$ cat config.mk
export PLATFORM = sky130hd
export DESIGN_NAME = pe_array_ctrl_seq
export DESIGN_NICKNAME = d
export VERILOG_FILES = /design/src/rtl/pe_array_ctrl_seq.sv
export SDC_FILE = /design/constraint.sdc
export NUM_CORES = 1
export LEC_CHECK = 0
export BUFFER_PORTS_ARGS = -buffer_cell sky130_fd_sc_hd__buf_2
export CORE_MARGIN = 4
export CORE_UTILIZATION = 50
export DETAILED_ROUTE_END_ITERATION = 8
export PLACE_DENSITY = 0.82
export SLEW_MARGIN = 20
export SYNTH_ARGS = -nofsm -noshare
export SYNTH_HDL_FRONTEND = slang
export SYNTH_SLANG_ARGS = --single-unit
$ cat constraint.sdc
create_clock -name clk -period 3.6 [get_ports clk]
set_input_delay 0.72 -clock clk [delete_from_list [all_inputs] [get_ports clk]]
set_output_delay 0.72 -clock clk [all_outputs]
set_load 0.005 [all_outputs]
$ cat src/rtl/pe_array_ctrl_seq.sv
// Control sequencer for the PE array: LB reset, filter load, compute, drain per filter bank.
// Outputs are a pure function of registered state and latched configuration.
module pe_array_ctrl_seq #(
  parameter int N_PE      = 8,
  parameter int ADDR_FIFO = 8,
  parameter int ROWS_W    = 16,
  parameter int BANKS_W   = 8,
  parameter int PIPE_LAT  = 2
) (
  input  logic                   clk,
  input  logic                   rst,
  input  logic                   start,
  input  logic                   abort,
  input  logic [3:0]             filter_size,
  input  logic [ADDR_FIFO-1:0]   row_length,
  input  logic [ROWS_W-1:0]      num_rows,
  input  logic [BANKS_W-1:0]     num_banks,
  output logic                   line_buffer_reset,
  output logic [N_PE*N_PE-1:0]   shifting_filter,
  output logic [N_PE*N_PE-1:0]   shifting_line,
  output logic [N_PE*N_PE-1:0]   mac_enable,
  output logic [N_PE-1:0]        adder_enable,
  output logic [N_PE-1:0]        nl_enable,
  output logic [N_PE-1:0]        feedback_enable,
  output logic                   final_filter_bank,
  output logic                   busy,
  output logic                   done,
  output logic                   err
);

  typedef enum logic [2:0] {IDLE, LB_RESET, FILT_LOAD, COMPUTE, DRAIN, DONE} state_t;

  state_t                 state, state_nxt;
  logic [3:0]             k_q;
  logic [ADDR_FIFO-1:0]   rl_q, col;
  logic [ROWS_W-1:0]      nr_q, row;
  logic [BANKS_W-1:0]     nb_q, bank;
  logic [7:0]             cnt;
  logic                   err_q;
  logic                   cfg_ok, filt_last, col_last, row_last, drain_last, bank_last;
  logic [N_PE*N_PE-1:0]   mask2d;
  logic [N_PE-1:0]        colmask;

  assign cfg_ok     = (filter_size != 4'd0) && (int'(filter_size) <= N_PE) &&
                      (row_length != '0) && (num_rows != '0) && (num_banks != '0);
  assign filt_last  = (int'(cnt) == int'(k_q) - 1);
  assign drain_last = (int'(cnt) == PIPE_LAT - 1);
  assign col_last   = (col == rl_q - ADDR_FIFO'(1));
  assign row_last   = (row == nr_q - ROWS_W'(1));
  assign bank_last  = (bank == nb_q - BANKS_W'(1));

  always_comb begin
    mask2d  = '0;
    colmask = '0;
    for (int i = 0; i < N_PE; i++) begin
      colmask[i] = (i < int'(k_q));
      for (int j = 0; j < N_PE; j++)
        mask2d[i*N_PE+j] = (i < int'(k_q)) && (j < int'(k_q));
    end
  end

  always_ff @(posedge clk) begin
    if (rst || abort) state <= IDLE;
    else              state <= state_nxt;
  end

  always_comb begin
    state_nxt = state;
    case (state)
      IDLE:      if (start && cfg_ok) state_nxt = LB_RESET;
      LB_RESET:  state_nxt = FILT_LOAD;
      FILT_LOAD: if (filt_last) state_nxt = COMPUTE;
      COMPUTE:   if (col_last && row_last) state_nxt = DRAIN;
      DRAIN:     if (drain_last) state_nxt = bank_last ? DONE : LB_RESET;
      DONE:      state_nxt = IDLE;
      default:   state_nxt = IDLE;
    endcase
  end

  // Counters and configuration; the image is a nested col/row walk, never a product.
  always_ff @(posedge clk) begin
    if (rst || abort) begin
      k_q  <= '0; rl_q <= '0; nr_q <= '0; nb_q <= '0;
      col  <= '0; row  <= '0; bank <= '0; cnt  <= '0;
      err_q <= 1'b0;
    end else begin
      err_q <= (state == IDLE) && start && !cfg_ok;
      case (state)
        IDLE: if (start && cfg_ok) begin
          k_q  <= filter_size;
          rl_q <= row_length;
          nr_q <= num_rows;
          nb_q <= num_banks;
          col  <= '0; row <= '0; bank <= '0; cnt <= '0;
        end
        LB_RESET: cnt <= '0;
        FILT_LOAD: begin
          if (filt_last) begin
            cnt <= '0; col <= '0; row <= '0;
          end else begin
            cnt <= cnt + 8'd1;
          end
        end
        COMPUTE: begin
          cnt <= '0;
          if (col_last) begin
            col <= '0;
            row <= row_last ? '0 : row + ROWS_W'(1);
          end else begin
            col <= col + ADDR_FIFO'(1);
          end
        end
        DRAIN: begin
          if (drain_last) begin
            cnt <= '0;
            if (!bank_last) bank <= bank + BANKS_W'(1);
          end else begin
            cnt <= cnt + 8'd1;
          end
        end
        DONE: bank <= '0;
        default: ;
      endcase
    end
  end

  always_comb begin
    line_buffer_reset = 1'b0;
    shifting_filter   = '0;
    shifting_line     = '0;
    mac_enable        = '0;
    adder_enable      = '0;
    nl_enable         = '0;
    feedback_enable   = '0;
    busy              = (state != IDLE);
    done              = (state == DONE);
    final_filter_bank = (state != IDLE) && bank_last;
    err               = err_q;
    case (state)
      LB_RESET:  line_buffer_reset = 1'b1;
      FILT_LOAD: shifting_filter = mask2d;
      COMPUTE: begin
        shifting_line = mask2d;
        mac_enable    = mask2d;
        adder_enable  = colmask;
        // Bank 0 starts a fresh sum; later banks accumulate onto it.
        if (bank != '0) feedback_enable = colmask;
      end
      DRAIN: begin
        adder_enable = colmask;
        if (bank_last) nl_enable = colmask;
      end
      default: ;
    endcase
  end

endmodule

Word level (Yosys, flattened, before mapping)
Cells that the tools add are included.
{"block": "op_classes", "eq_ne": 16, "n_reduce_logical": 57, "n_mux": 29, "n_lt_le_gt_ge": 9, "addsub": 8}
{"operator": "two-way mux 64 bit", "count": 2}
{"operator": "two-way mux 8 bit", "count": 12}
{"operator": "two-way mux 16 bit", "count": 4}
{"operator": "one-hot mux 16 bit (3 select lines)", "count": 1}
{"operator": "one-hot mux 8 bit (3 select lines)", "count": 2}
{"operator": "logical AND 1 bit", "count": 37}
{"operator": "one-hot mux 8 bit (4 select lines)", "count": 1}
{"operator": "adder 8 x 1 -> 8 bit, second input constant", "count": 3}
{"operator": "nonzero test 8 bit", "count": 3}
{"operator": "adder 16 x 1 -> 16 bit, second input constant", "count": 1}
{"operator": "== test 16 bit", "count": 1}
{"operator": "== test 8 bit", "count": 2}
{"operator": "< comparator 3 x 4 -> 1 bit, first input constant", "count": 4}
{"operator": "nonzero test 16 bit", "count": 1}
{"operator": "subtractor 16 x 1 -> 16 bit, second input constant", "count": 1}
{"operator": "subtractor 8 x 1 -> 8 bit, second input constant", "count": 2}
{"operator": "two-way mux 3 bit", "count": 5}
{"operator": "one-hot mux 3 bit (5 select lines)", "count": 1}
{"operator": "inequality test 2 bit, second input constant", "count": 6}
{"operator": "AND reduction 4 bit", "count": 3}
{"operator": "== test 9 x 5 -> 1 bit", "count": 1}
{"operator": "nonzero test 3 bit", "count": 3}
{"operator": "== test 8 x 2 -> 1 bit, second input constant", "count": 1}
{"operator": "< comparator 1 x 4 -> 1 bit, first input constant", "count": 2}
{"operator": "14 further kinds", "count": 20}
{"block": "word_totals", "reg_bits": 80, "out_inout_bits": 221, "wordCells": 129}

Depth between registers and ports, before layout
{"block": "depth", "ltp_word": 8, "mapped_depth": 13}

Worst setup path before layout
OpenSTA, ideal clock, no wires.
{"block": "synth_timing", "kind": "reg2out", "from": "register nb_q[2]", "to": "output port nl_enable[0]", "t_arrival_ps": 2513, "path_buffers": 1, "stages_incl_launch_ff": 9, "setup_slack_ps": 367, "path_cell_list": "dfxtp_1 > or3_1 > or4_1 > a2111oi_2 > nand2_1 > or3_1 > or2_1 > clkbuf_1 > a21oi_1"}
{"block": "synth_between", "elab_chain_cells": 4}
{"element": "start: declaration", "line_no": "37", "source": "logic [BANKS_W-1:0] nb_q, bank;"}
{"element": "start signal: assignment", "line_no": "93", "source": "nb_q <= num_banks;"}
{"element": "subtractor 8 x 1 -> 8 bit", "line_no": "50", "source": "assign bank_last = (bank == nb_q - BANKS_W'(1));"}
{"element": "== test 8 bit", "line_no": "50"}
{"element": "two-way mux 8 bit", "line_no": "151", "source": "if (bank_last) nl_enable = colmask;"}
{"element": "two-way mux 8 bit", "line_no": "139", "source": "case (state)"}
{"element": "end: declaration", "line_no": "23", "source": "output logic [N_PE-1:0] nl_enable,"}
No other way between the ends.

Worst setup path in the final report
{"block": "layout_timing", "from": "register nb_q[3]", "to": "output port nl_enable[1]"}
The elaborated chain is that of the path after synthesis.

==> flow_metrics.env <==
export IMPL_status="finished, violations left"
export IMPL_violations="setup timing"
export IMPL_cts_clk_slew_worst_paths_ns=0.06
export IMPL_wire_per_inst_um=17.5
export IMPL_fp_dieW_um=123
export IMPL_grt_start_max_net_pins=43
export IMPL_drt_first_pass_iters=4
export IMPL_startpoint_type="register"
export IMPL_cellInternalPower_mw=1.59
export IMPL_worstHoldStart="bank[7]$_SDFFE_PP0P_"
export IMPL_syn_mean_instance_area_um2=7.70
export IMPL_groute_usage_overall=0.248
export IMPL_p_seq_frac=0.427
export IMPL_drv_cap=0
export IMPL_wl_um=20100
export IMPL_p_clk_frac=0.430
export IMPL_hold_class="register to register"
export IMPL_rsz0062_at_grt="true"
export IMPL_synth_top_family_by_area="simple AND/OR/NAND/NOR gates"
export IMPL_worst_r2r_path_depth=17
export IMPL_endpoint_kind="output port"
export IMPL_dp_cells=1128
export IMPL_path_max_fanout=8
export IMPL_vias=6403
export IMPL_ys_types=74
export IMPL_io_pins=261
export IMPL_cts_root_buf="clkbuf_16"
export IMPL_coreArea_mm2=0.0128
export IMPL_tritoncts="done"
export IMPL_clock_skew_ns=0.00931
export IMPL_grt_overflow_total=0
export IMPL_finalCriticalPeriod_ns=3.65
export IMPL_synth_edf_count=0
export IMPL_ys_seq_elements=80
export IMPL_synthTopCellsByArea="dfxtp_1, buf_4, nor2_1, mux2i_1, xnor2_1"
export IMPL_min_to="bank[7]$_SDFFE_PP0P_"
export IMPL_yosysWarnings=0
export IMPL_rrSetupSlack_ns=0.18
export IMPL_power_frac_comb=0.143
export IMPL_synthArstFlopShare=0
export IMPL_cts_buffers=9
export IMPL_clk_latency_ns=0.35
export IMPL_grt_antenna_before_repair=0
export IMPL_max_slew_worst_pin_slew_ns=0.836
export IMPL_finalNonFillerCells=1153
export IMPL_row_count=41
export IMPL_ys_flop_type="dfxtp_1"
export IMPL_area_delta_synth_final_pct=14.5
export IMPL_synth_area_mm2=0.00659
export IMPL_synth_xor_area_share=0.0691
export IMPL_htree_levels=3
export IMPL_p_sw_uw=563
export IMPL_setup_ws_ns=-0.0502
export IMPL_portBuffers=260
export IMPL_initial_core_util=0.516
export IMPL_drt_iter0_drc=430
export IMPL_p_leak_nw=3.52
export IMPL_die_y_um=123
export IMPL_drc=0
export IMPL_synthSimpleGateAreaFrac=0.266
export IMPL_maxSlewHeadroom=0.443
export IMPL_antenna_left=0
export IMPL_die_area_mm2=0.0151
export IMPL_pre_cts_ws_ns=0.123
export IMPL_fin_tns_setup_ns=-0.310
export IMPL_clockBufferDepth=2
export IMPL_grt_pass1_vias=5708
export IMPL_via_per_inst=5.55
export IMPL_synth_area_leader_cell="dfxtp_1"
export IMPL_cts_sinks=80
export IMPL_slew_violations=0
export IMPL_hold_buffers=0
export IMPL_synth_fa_ha_area_frac=0.0228
export IMPL_worstPathRequired_ns=2.88
export IMPL_num_antenna_cells=0
export IMPL_min_period_over_period=1.01
export IMPL_synth_compound_area_share=0.135
export IMPL_gp_congestion=0.874
export IMPL_cp_arrival_ns=2.93
export IMPL_muxShareOfSynthArea=0.0639
export IMPL_switching_share=0.261
export IMPL_hpwl_um=15800
export IMPL_timing_rr_end="bank[5]$_SDFFE_PP0P_"
export IMPL_final_nets=1030
export IMPL_final_hold_violation_count=0
export IMPL_vdd_drop_max_mv=0.276
export IMPL_pwr_density_cell_mw_per_mm2=286
export IMPL_synth_top_area_share=0.243
export IMPL_syn_inst=856
export IMPL_ys_seq_area_frac=0.243
export IMPL_setup_viol=8
export IMPL_grt_pass1_wl_um=29500
export IMPL_synthesis_nets=908
export IMPL_worstReg2RegStart="nb_q[3]$_SDFFE_PP0P_"
export IMPL_layout_drive_gt1_share=0.358
export IMPL_fmax_ghz=0.274
export IMPL_hold_depth=2
export IMPL_crit_type="register to output port"
## layout by cell type (no fill, tap or decap), types with 21 or more instances in the layout
| cell | Yosys | layout |
|---|---|---|
| buf_2 | 6 | 261 |
| buf_4 | 130 | 31 |
| dfxtp_1 | 80 | 76 |
| inv_1 | 30 | 30 |
| mux2i_1 | 41 | 41 |
| nand2_1 | 31 | 31 |
| nor2_1 | 143 | 140 |
| nor3_1 | 30 | 30 |
| o21ai_0 | 21 | 21 |
| xnor2_1 | 33 | 33 |
## how the worst max path moves through the flow
stage / startpoint / to / cells after the start
detailed placement: nb_q[3]$_SDFFE_PP0P_ / nl_enable[1] / 8
CTS: nb_q[1]$_SDFFE_PP0P_ / nl_enable[4] / 10
global placement: nb_q[3]$_SDFFE_PP0P_ / nl_enable[1] / 8
floorplan: nb_q[2]$_SDFFE_PP0P_ / nl_enable[0] / 8
global route: nb_q[2]$_SDFFE_PP0P_ / nl_enable[2] / 8
finish: nb_q[3]$_SDFFE_PP0P_ / nl_enable[1] / 8
## synthesized netlist by cell type (3+ instances only)
library cell / number
or4_1: 9
o21ai_1: 4
nand2_1: 31
a21oi_1: 19
a31oi_1: 5
a221oi_2: 7
o31ai_1: 4
o21ai_0: 21
nand3_1: 18
dfxtp_1: 80
xnor2_1: 33
clkbuf_1: 39
nor2b_1: 8
nor3_1: 30
nor2_1: 143
and2_1: 10
nand3b_1: 8
o21a_1: 3
nand2b_1: 11
mux2i_1: 41
nor3b_1: 6
a31o_1: 4
or3_1: 14
or3b_2: 3
nor4_1: 21
a2111oi_2: 4
and3b_1: 3
nand4_1: 12
and3_1: 6
xor2_1: 19
a211oi_1: 5
ha_1: 12
a221oi_1: 4
inv_1: 30
buf_2: 6
a21boi_1: 3
buf_1: 4
buf_4: 130
## sequential cells by signal, indices dropped and copies added (netlist names)
register and count:
rl_q 8, nr_q 16, state 3, cnt 8, row 16, bank 8
col 8, k_q 4, err 1, nb_q 8
## worst max-delay path, stage by stage, from the launching register on
cell,delay (ns)
dfxtp_4,0.34
or3_4,0.36
or4_4,0.44
a2111oi_4,0.39
nand2_1,0.13
or3_4,0.39
or2_4,0.30
nor2_4,0.11
buf_2,0.13
## power by group through the flow
stage	combinational [mW]	sequential, mW	clock, mW
2_1_floorplan	0.226	0.931	0
3_3_place_gp	0.292	0.938	0
3_5_place_dp	0.298	0.939	0
4_1_cts	0.304	0.919	0.934
5_1_grt	0.340	0.922	0.972
6_report	0.309	0.920	0.928
## cell families after synthesis
group                      Yosys count
AOI/OAI and AO/OA                  112
xor gates and xnor gates            52
adders and majority gates           12
buffers and inverters              213
DFF                                 80
muxes                               42
and+or+nand+nor                    345
## repair_timing
action	in CTS	in global routing
resized for setup	11	9
buffers inserted	11	0
endpoints found under the setup margin	8	16
cloned	0	1
pin swaps	4	7
## final cells by class
class,count,area [um^2]
well taps,172,215
repair buffers,293,1560
flip-flops and latches,80,1610
inverters,31,116
clock inverters,3,42.5
fillers,1131,5220
clock buffers,11,253
multi-input cells,563,3760
## layer usage
layer	global-route usage	up-vias	part of all wire
met5	0	-	0
met4	0.0728	0	0.019
met3	0.0733	30	0.088
met2	0.392	248	0.46
met1	0.328	3045	0.43
li1	-	3080	-
## per-stage QoR
stage	power, mW	hold WS [ns]	instance area [um^2]	util
global route	2.23	0.543	7550	0.591
global placement	1.23	0.488	7090	0.555
floorplan	1.16	0.463	6590	-
finish	2.16	0.503	7550	0.591
CTS	2.16	0.508	7520	0.588
detailed placement	1.24	0.494	7090	0.555
Note: power is estimated with default switching activity, not from simulation.
